<file path="config.mk">
export PLATFORM = sky130hd
export DESIGN_NAME = serial_packet_decoder
export DESIGN_NICKNAME = d
export VERILOG_FILES = /design/src/rtl/serial_packet_decoder.sv
export SDC_FILE = /design/constraint.sdc
export NUM_CORES = 1
export LEC_CHECK = 0
export BUFFER_PORTS_ARGS = -buffer_cell sky130_fd_sc_hd__buf_2
export CELL_PAD_IN_SITES_DETAIL_PLACEMENT = 0
export CELL_PAD_IN_SITES_GLOBAL_PLACEMENT = 2
export CORE_MARGIN = 2
export CORE_UTILIZATION = 48
export CTS_CLUSTER_DIAMETER = 60
export DETAILED_ROUTE_END_ITERATION = 16
export GPL_TIMING_DRIVEN = 0
export PLACE_DENSITY = 0.95
export RECOVER_POWER = 100
export SETUP_SLACK_MARGIN = 0.3
export SYNTH_ARGS = -nofsm -noshare
export SYNTH_HDL_FRONTEND = slang
export SYNTH_SLANG_ARGS = --single-unit
export TNS_END_PERCENT = 1
</file>
<file path="constraint.sdc">
create_clock -name iClock -period 4.2 [get_ports iClock]
set_input_delay 0.42 -clock iClock [delete_from_list [all_inputs] [get_ports iClock]]
set_output_delay 0.42 -clock iClock [all_outputs]
set_load 0.01 [all_outputs]
</file>
<file path="src/rtl/serial_packet_decoder.sv">
// rtl/serial_packet_decoder.sv - SOF/LEN/payload/CHK frame decoder with buffered valid/ready drain
// Optional inter-byte timeout: define PACKET_DECODER_TIMEOUT_EN to enable.
module serial_packet_decoder #(
  parameter logic [7:0] SyncByte       = 8'hA5,
  parameter int         MaxPayload     = 16,
  parameter int         ClockFrequency = 16000000,
  parameter int         BaudRate       = 115200,
  parameter int         TimeoutBits    = 30
) (
  input  logic       iClock,
  input  logic       iResetN,
  input  logic [7:0] iData,
  input  logic       iReceived,
  input  logic       iError,
  output logic [7:0] oData,
  output logic       oValid,
  input  logic       iReady,
  output logic       oFirst,
  output logic       oLast,
  output logic       oFrameOk,
  output logic       oFrameError,
  output logic [1:0] oErrorCode,
  output logic       oOverrun
);

  localparam int         IndexWidth = (MaxPayload > 1) ? $clog2(MaxPayload) : 1;
  localparam logic [7:0] MaxLength  = 8'(MaxPayload);

  typedef enum logic [2:0] {
    sHunt,
    sLength,
    sPayload,
    sChecksum,
    sDrain
  } stateT;

  stateT      state, stateNext;
  logic [7:0] frameLength, frameLengthNext;
  logic [7:0] byteCount, byteCountNext;
  logic [7:0] sum, sumNext;
  logic       frameOk, frameOkNext;
  logic       frameError, frameErrorNext;
  logic [1:0] errorCode, errorCodeNext;
  logic       overrun, overrunNext;
  logic       bufferWrite;
  logic       inFrame;
  logic       timeoutHit;
  logic [7:0] lastIndex;

  logic [7:0] buffer [MaxPayload];

  // Byte count doubles as the write index while filling and the read index while draining.
  assign lastIndex = frameLength - 8'd1;
  assign inFrame   = (state == sLength) || (state == sPayload) || (state == sChecksum);

`ifdef PACKET_DECODER_TIMEOUT_EN
  localparam int TimeoutClocks = ClockFrequency / BaudRate * TimeoutBits;
  localparam int GapWidth      = $clog2(TimeoutClocks);

  logic [GapWidth-1:0] gapCount;

  // Gap counter: clocks since the last byte strobe, only while a frame is being assembled.
  always_ff @(posedge iClock) begin
    if (!iResetN || !inFrame || iReceived) begin
      gapCount <= '0;
    end else begin
      gapCount <= gapCount + 1'b1;
    end
  end

  assign timeoutHit = inFrame && !iReceived && (gapCount == GapWidth'(TimeoutClocks - 1));
`else
  localparam int unusedTimeoutClocks = ClockFrequency / BaudRate * TimeoutBits;

  assign timeoutHit = 1'b0;
`endif

  // State, frame bookkeeping and registered status pulses.
  always_ff @(posedge iClock) begin
    if (!iResetN) begin
      state       <= sHunt;
      frameLength <= 8'd0;
      byteCount   <= 8'd0;
      sum         <= 8'd0;
      frameOk     <= 1'b0;
      frameError  <= 1'b0;
      errorCode   <= 2'd0;
      overrun     <= 1'b0;
    end else begin
      state       <= stateNext;
      frameLength <= frameLengthNext;
      byteCount   <= byteCountNext;
      sum         <= sumNext;
      frameOk     <= frameOkNext;
      frameError  <= frameErrorNext;
      errorCode   <= errorCodeNext;
      overrun     <= overrunNext;
    end
  end

  // Payload buffer write; contents need no reset since only validated frames are read.
  always_ff @(posedge iClock) begin
    if (iResetN && bufferWrite) begin
      buffer[byteCount[IndexWidth-1:0]] <= iData;
    end
  end

  // Next-state logic: frame parsing, checksum validation and drain sequencing.
  always_comb begin
    stateNext       = state;
    frameLengthNext = frameLength;
    byteCountNext   = byteCount;
    sumNext         = sum;
    frameOkNext     = 1'b0;
    frameErrorNext  = 1'b0;
    errorCodeNext   = errorCode;
    overrunNext     = 1'b0;
    bufferWrite     = 1'b0;

    case (state)
      sHunt: begin
        if (iReceived && (iData == SyncByte)) begin
          stateNext = sLength;
        end
      end

      sLength: begin
        if (iReceived) begin
          if ((iData == 8'd0) || (iData > MaxLength)) begin
            frameErrorNext = 1'b1;
            errorCodeNext  = 2'd1;
            stateNext      = sHunt;
          end else begin
            frameLengthNext = iData;
            sumNext         = iData;
            byteCountNext   = 8'd0;
            stateNext       = sPayload;
          end
        end
      end

      sPayload: begin
        if (iReceived) begin
          bufferWrite   = 1'b1;
          sumNext       = sum + iData;
          byteCountNext = byteCount + 8'd1;
          if (byteCount == lastIndex) begin
            stateNext = sChecksum;
          end
        end
      end

      sChecksum: begin
        if (iReceived) begin
          if (iData == sum) begin
            frameOkNext   = 1'b1;
            byteCountNext = 8'd0;
            stateNext     = sDrain;
          end else begin
            frameErrorNext = 1'b1;
            errorCodeNext  = 2'd2;
            stateNext      = sHunt;
          end
        end
      end

      sDrain: begin
        overrunNext = iReceived;
        if (iReady) begin
          if (byteCount == lastIndex) begin
            stateNext = sHunt;
          end else begin
            byteCountNext = byteCount + 8'd1;
          end
        end
      end

      default: begin
        stateNext = sHunt;
      end
    endcase

    // Line errors and gaps abort any frame under assembly and win over a same-cycle byte.
    if (inFrame && (iError || timeoutHit)) begin
      stateNext      = sHunt;
      bufferWrite    = 1'b0;
      frameOkNext    = 1'b0;
      frameErrorNext = 1'b1;
      errorCodeNext  = 2'd3;
    end
  end

  // Output stream is a direct view of the buffer at the drain index, zero when idle.
  always_comb begin
    oValid      = (state == sDrain);
    oData       = oValid ? buffer[byteCount[IndexWidth-1:0]] : 8'd0;
    oFirst      = oValid && (byteCount == 8'd0);
    oLast       = oValid && (byteCount == lastIndex);
    oFrameOk    = frameOk;
    oFrameError = frameError;
    oErrorCode  = errorCode;
    oOverrun    = overrun;
  end

endmodule

</file>
==> reports/results.tsv <==
stage	metric	value	unit
place	DP Area	7734	sq um
setup_path	worst endpoint required time	4.23	ns
sta	Final Setup Violations	0	
sta	TNS Setup	0	ns
place	gpl congestion	0.8351	
clock_network	Num Clock Sinks	164	
floorplan	Die Ht	127.6	um
floorplan	io pins	29	
yosys	sequential fraction of the synthesis area	62.20	%
setup_path	reg-to-reg endpoint	buffer[0][4]	
yosys	Synth Register Bits	164	
final_layout	final instance area	8259	sq um
global_routing	grt total ovfl	0	
floorplan	die area	16290	sq um
floorplan	CORE AREA	15090	sq um
sta	Fin Clk Skew	0.01023	ns
clock_network	root buf cell	clkbuf_16	
yosys	Distinct cells, synth	59	
final_layout	commonest non-fill, non-tap cells in the layout	128 x edfxtp_1, 42 x clkbuf_1, 41 x nor2_1, 40 x mux4_2, 36 x dfxtp_1	
sta	PnR worst setup slack	0.5364	ns
sta	Slew Limit Fails	9	
final_layout	Layout area overhead	12.55	%
yosys	synthesized area per cell	14.62	sq um
sta	Worst Max-Slew Pin Slew	1.542	ns
hold_path	hold depth	3	
drt	Final ANT Viol Nets	0	
hold_path	Hold Path Origin	iReady	
setup_path	crit path DAT	3.70	ns
power_and_ir_drop	VDD IR max	0.2753	mV
yosys	number of synthesized flops with an enable pin	128	
global_routing	global-route wire length before repair	25400	um
final_layout	diode count	0	
status	status	complete, but fails checks	
global_routing	total track usage	21.20	%
drt	Routed WL	16080	um
status	failing checks	capacitance limit, slew limit	
clock_network	cts hold-fix bufs	0	
setup_path	WS Path Type	reg2reg	
place	Final HPWL DP	10850	um
drt	DR pass1 iterations	4	
setup_path	register-to-register setup slack	0.54	ns
global_routing	number of global-route vias before repair	4569	
floorplan	die width	127.6	um
yosys	Synthesized Nets	528	
run	Max Cap Viol	1	
floorplan	FP Rows	45	
clock_network	Clock Tree Buf Depth	2	
setup_path	CP Cell Sequence	clkbuf_1, nand2b_1, nor2_1, nand2_1, nor2_1, nand2_1, nor3_1	
setup_path	Critical Path Max Stage Delay	1.19	ns
sta	Final min period	3.664	ns
global_routing	initial antenna violation count	1	
final_layout	final net count	578	
final_layout	filler cell count in the final layout	1208	
power_and_ir_drop	Power Density	396.1	nW/um^2
drt	vias per cell	5.938	
setup_path	CP startpoint kind	flop	
drt	drt first-iter violations	411	
yosys	Synth area leader	edfxtp_1	
setup_path	r2r startpoint	state[1]	
sta	Fin Hold WS	0.3546	ns
sta	Slew HR	-3.582	%
hold_path	Hold Crit Endpoint	state[2]	
setup_path	Worst setup EP type	flop	
drt	routed length per placed instance	21.36	um
floorplan	initial core utilization	48.63	%
power_and_ir_drop	Static Leak	2.638	nW
yosys	Area contributors post-synth	edfxtp_1 52%, mux4_2 12%, dfxtp_1 9.8%	
power_and_ir_drop	Pwr Total	0.003271	W
setup_path	slowest cell on the critical path	nor3_1	
final_layout	share of cells above drive strength 1	16.64	%
sta	RSZ-0062 raised after global routing	false	
setup_path	R2R depth	7	
drt	total number of vias	4471	
sta	Final Hold Vio Count	0	
yosys	post-synth top area share	52.38	%
global_routing	largest net degree at the start of global routing	24	
sta	Fmax	273.0	MHz
setup_path	worst-path maximum fanout	9	
clock_network	CTS tree	built	
yosys	top_reg_cell synth	edfxtp_1	
clock_network	Max H-tree Level	4	
place	IO Port Bufs	28	
hold_path	Hold Path Class	in2reg	
clock_network	clock latency on the worst-skew pair	0.43	ns
yosys	Mapped Cells	502	
place	pre-CTS WS	0.9772	ns
yosys	Synth Warn #	0	
final_layout	commonest non-fill, non-tap cell in the layout	edfxtp_1	
clock_network	CTS clock-pin slew for the worst setup and hold paths	0.07	ns
clock_network	TritonCTS buffer count	17	
yosys	asr flop ratio synth	0	%
clock_network	postcts setup bufs	0	
yosys	synthesized area	7338	sq um
sta	Tcrit/Tclk final	87.23	%
drt	DRC	0	
clock_network	cts repair resizes	0	
## cell type report
cell class	count	area, sq um	share of cell area [%]
Clock buffer	17	425.4	5.151
Multi-Input combinational cell	297	2609	31.59
Inverter	18	67.56	0.8181
Buffer	23	86.33	1.045
Clock inverter	15	142.6	1.727
Sequential cell	164	4564	55.26
Timing Repair Buffer	31	128.9	1.560
Tap cell	188	235.2	2.848
## cells in the mapped netlist (3+ instances only)
master and n:
clkbuf_1 19, a211oi_1 7, mux2i_1 11, nor3_1 12, a21oi_1 11, or3_1 7, a221oi_1 4, o21ai_0 13
and3_1 6, nand4_1 3, nor2_1 41, o2111ai_1 4, xnor2_1 13, and2_1 11, nand2b_1 8, nor4_1 7
nand3_1 7, dfxtp_1 36, inv_1 18, mux4_2 40, buf_1 4, ha_1 12, o21a_1 4, edfxtp_1 128
nand2_1 28, o22ai_1 4
## logic make-up (layout without fill, tap and decap cells)
logic type	count (synthesis)	count (layout)	share of synthesized area (%)
and+or+nand+nor	145	145	10.18
AOI/OAI and AO/OA	73	73	7.638
muxes	51	51	13.78
DFF	164	164	62.20
adders and majority gates	13	13	2.319
buffers and inverters	41	104	2.097
xor gates and xnor gates	15	15	1.790
## report_power, final
part           total (W)  leakage [nW]  switching, W  internal, W
combinational  0.0000603         0.931     0.0000482    0.0000121
clock            0.00146         0.267      0.000683     0.000782
sequential       0.00175          1.44  0.0000000241      0.00175
## through the flow
stage | util, % | std cells
global placement | 51.12 | 718
CTS | 55.02 | 753
finish | 54.73 | 753
detailed placement | 51.25 | 721
global route | 54.73 | 753
floorplan | - | 502
## how the worst max path moves through the flow
| stage | slack [ns] | end | start | cells past startpoint |
|---|---|---|---|---|
| 6_report | 0.54 | buffer[0][4] | state[1] | 7 |
| 5_1_grt | 0.30 | buffer[0][4] | state[1] | 7 |
| 4_1_cts | 0.56 | oData[2] | flop | 6 |
| 3_5_place_dp | 0.98 | buffer[1][3] | state[1] | 8 |
| 3_3_place_gp | 0.64 | buffer[0][3] | state[1] | 7 |
| 2_1_floorplan | 1.53 | oData[0] | flop | 5 |
## state kept, by name, indices dropped and copies added, names as in the netlist, named ones only
register,cells
buffer,128
byteCount,8
frameLength,8
sum,8
state,3
oErrorCode,2
oFrameError,1
oFrameOk,1
oOverrun,1
## metal layers
metal / global-route usage (%) / share of wire (%) / vias up
li1: - / - / 2075
met1: 26.58 / 42 / 2241
met2: 36.52 / 51 / 135
met3: 4.355 / 4.9 / 20
met4: 7.951 / 1.9 / 0
met5: 0 / 0 / -
## worst max-delay path, delay by kind of cell (launching register included)
family / cells / cell delay [ns]
DFF: 1 / 0.30
and+or+nand+nor: 6 / 2.61
buffers and inverters: 1 / 0.35
(Power assumes the default switching activity.)
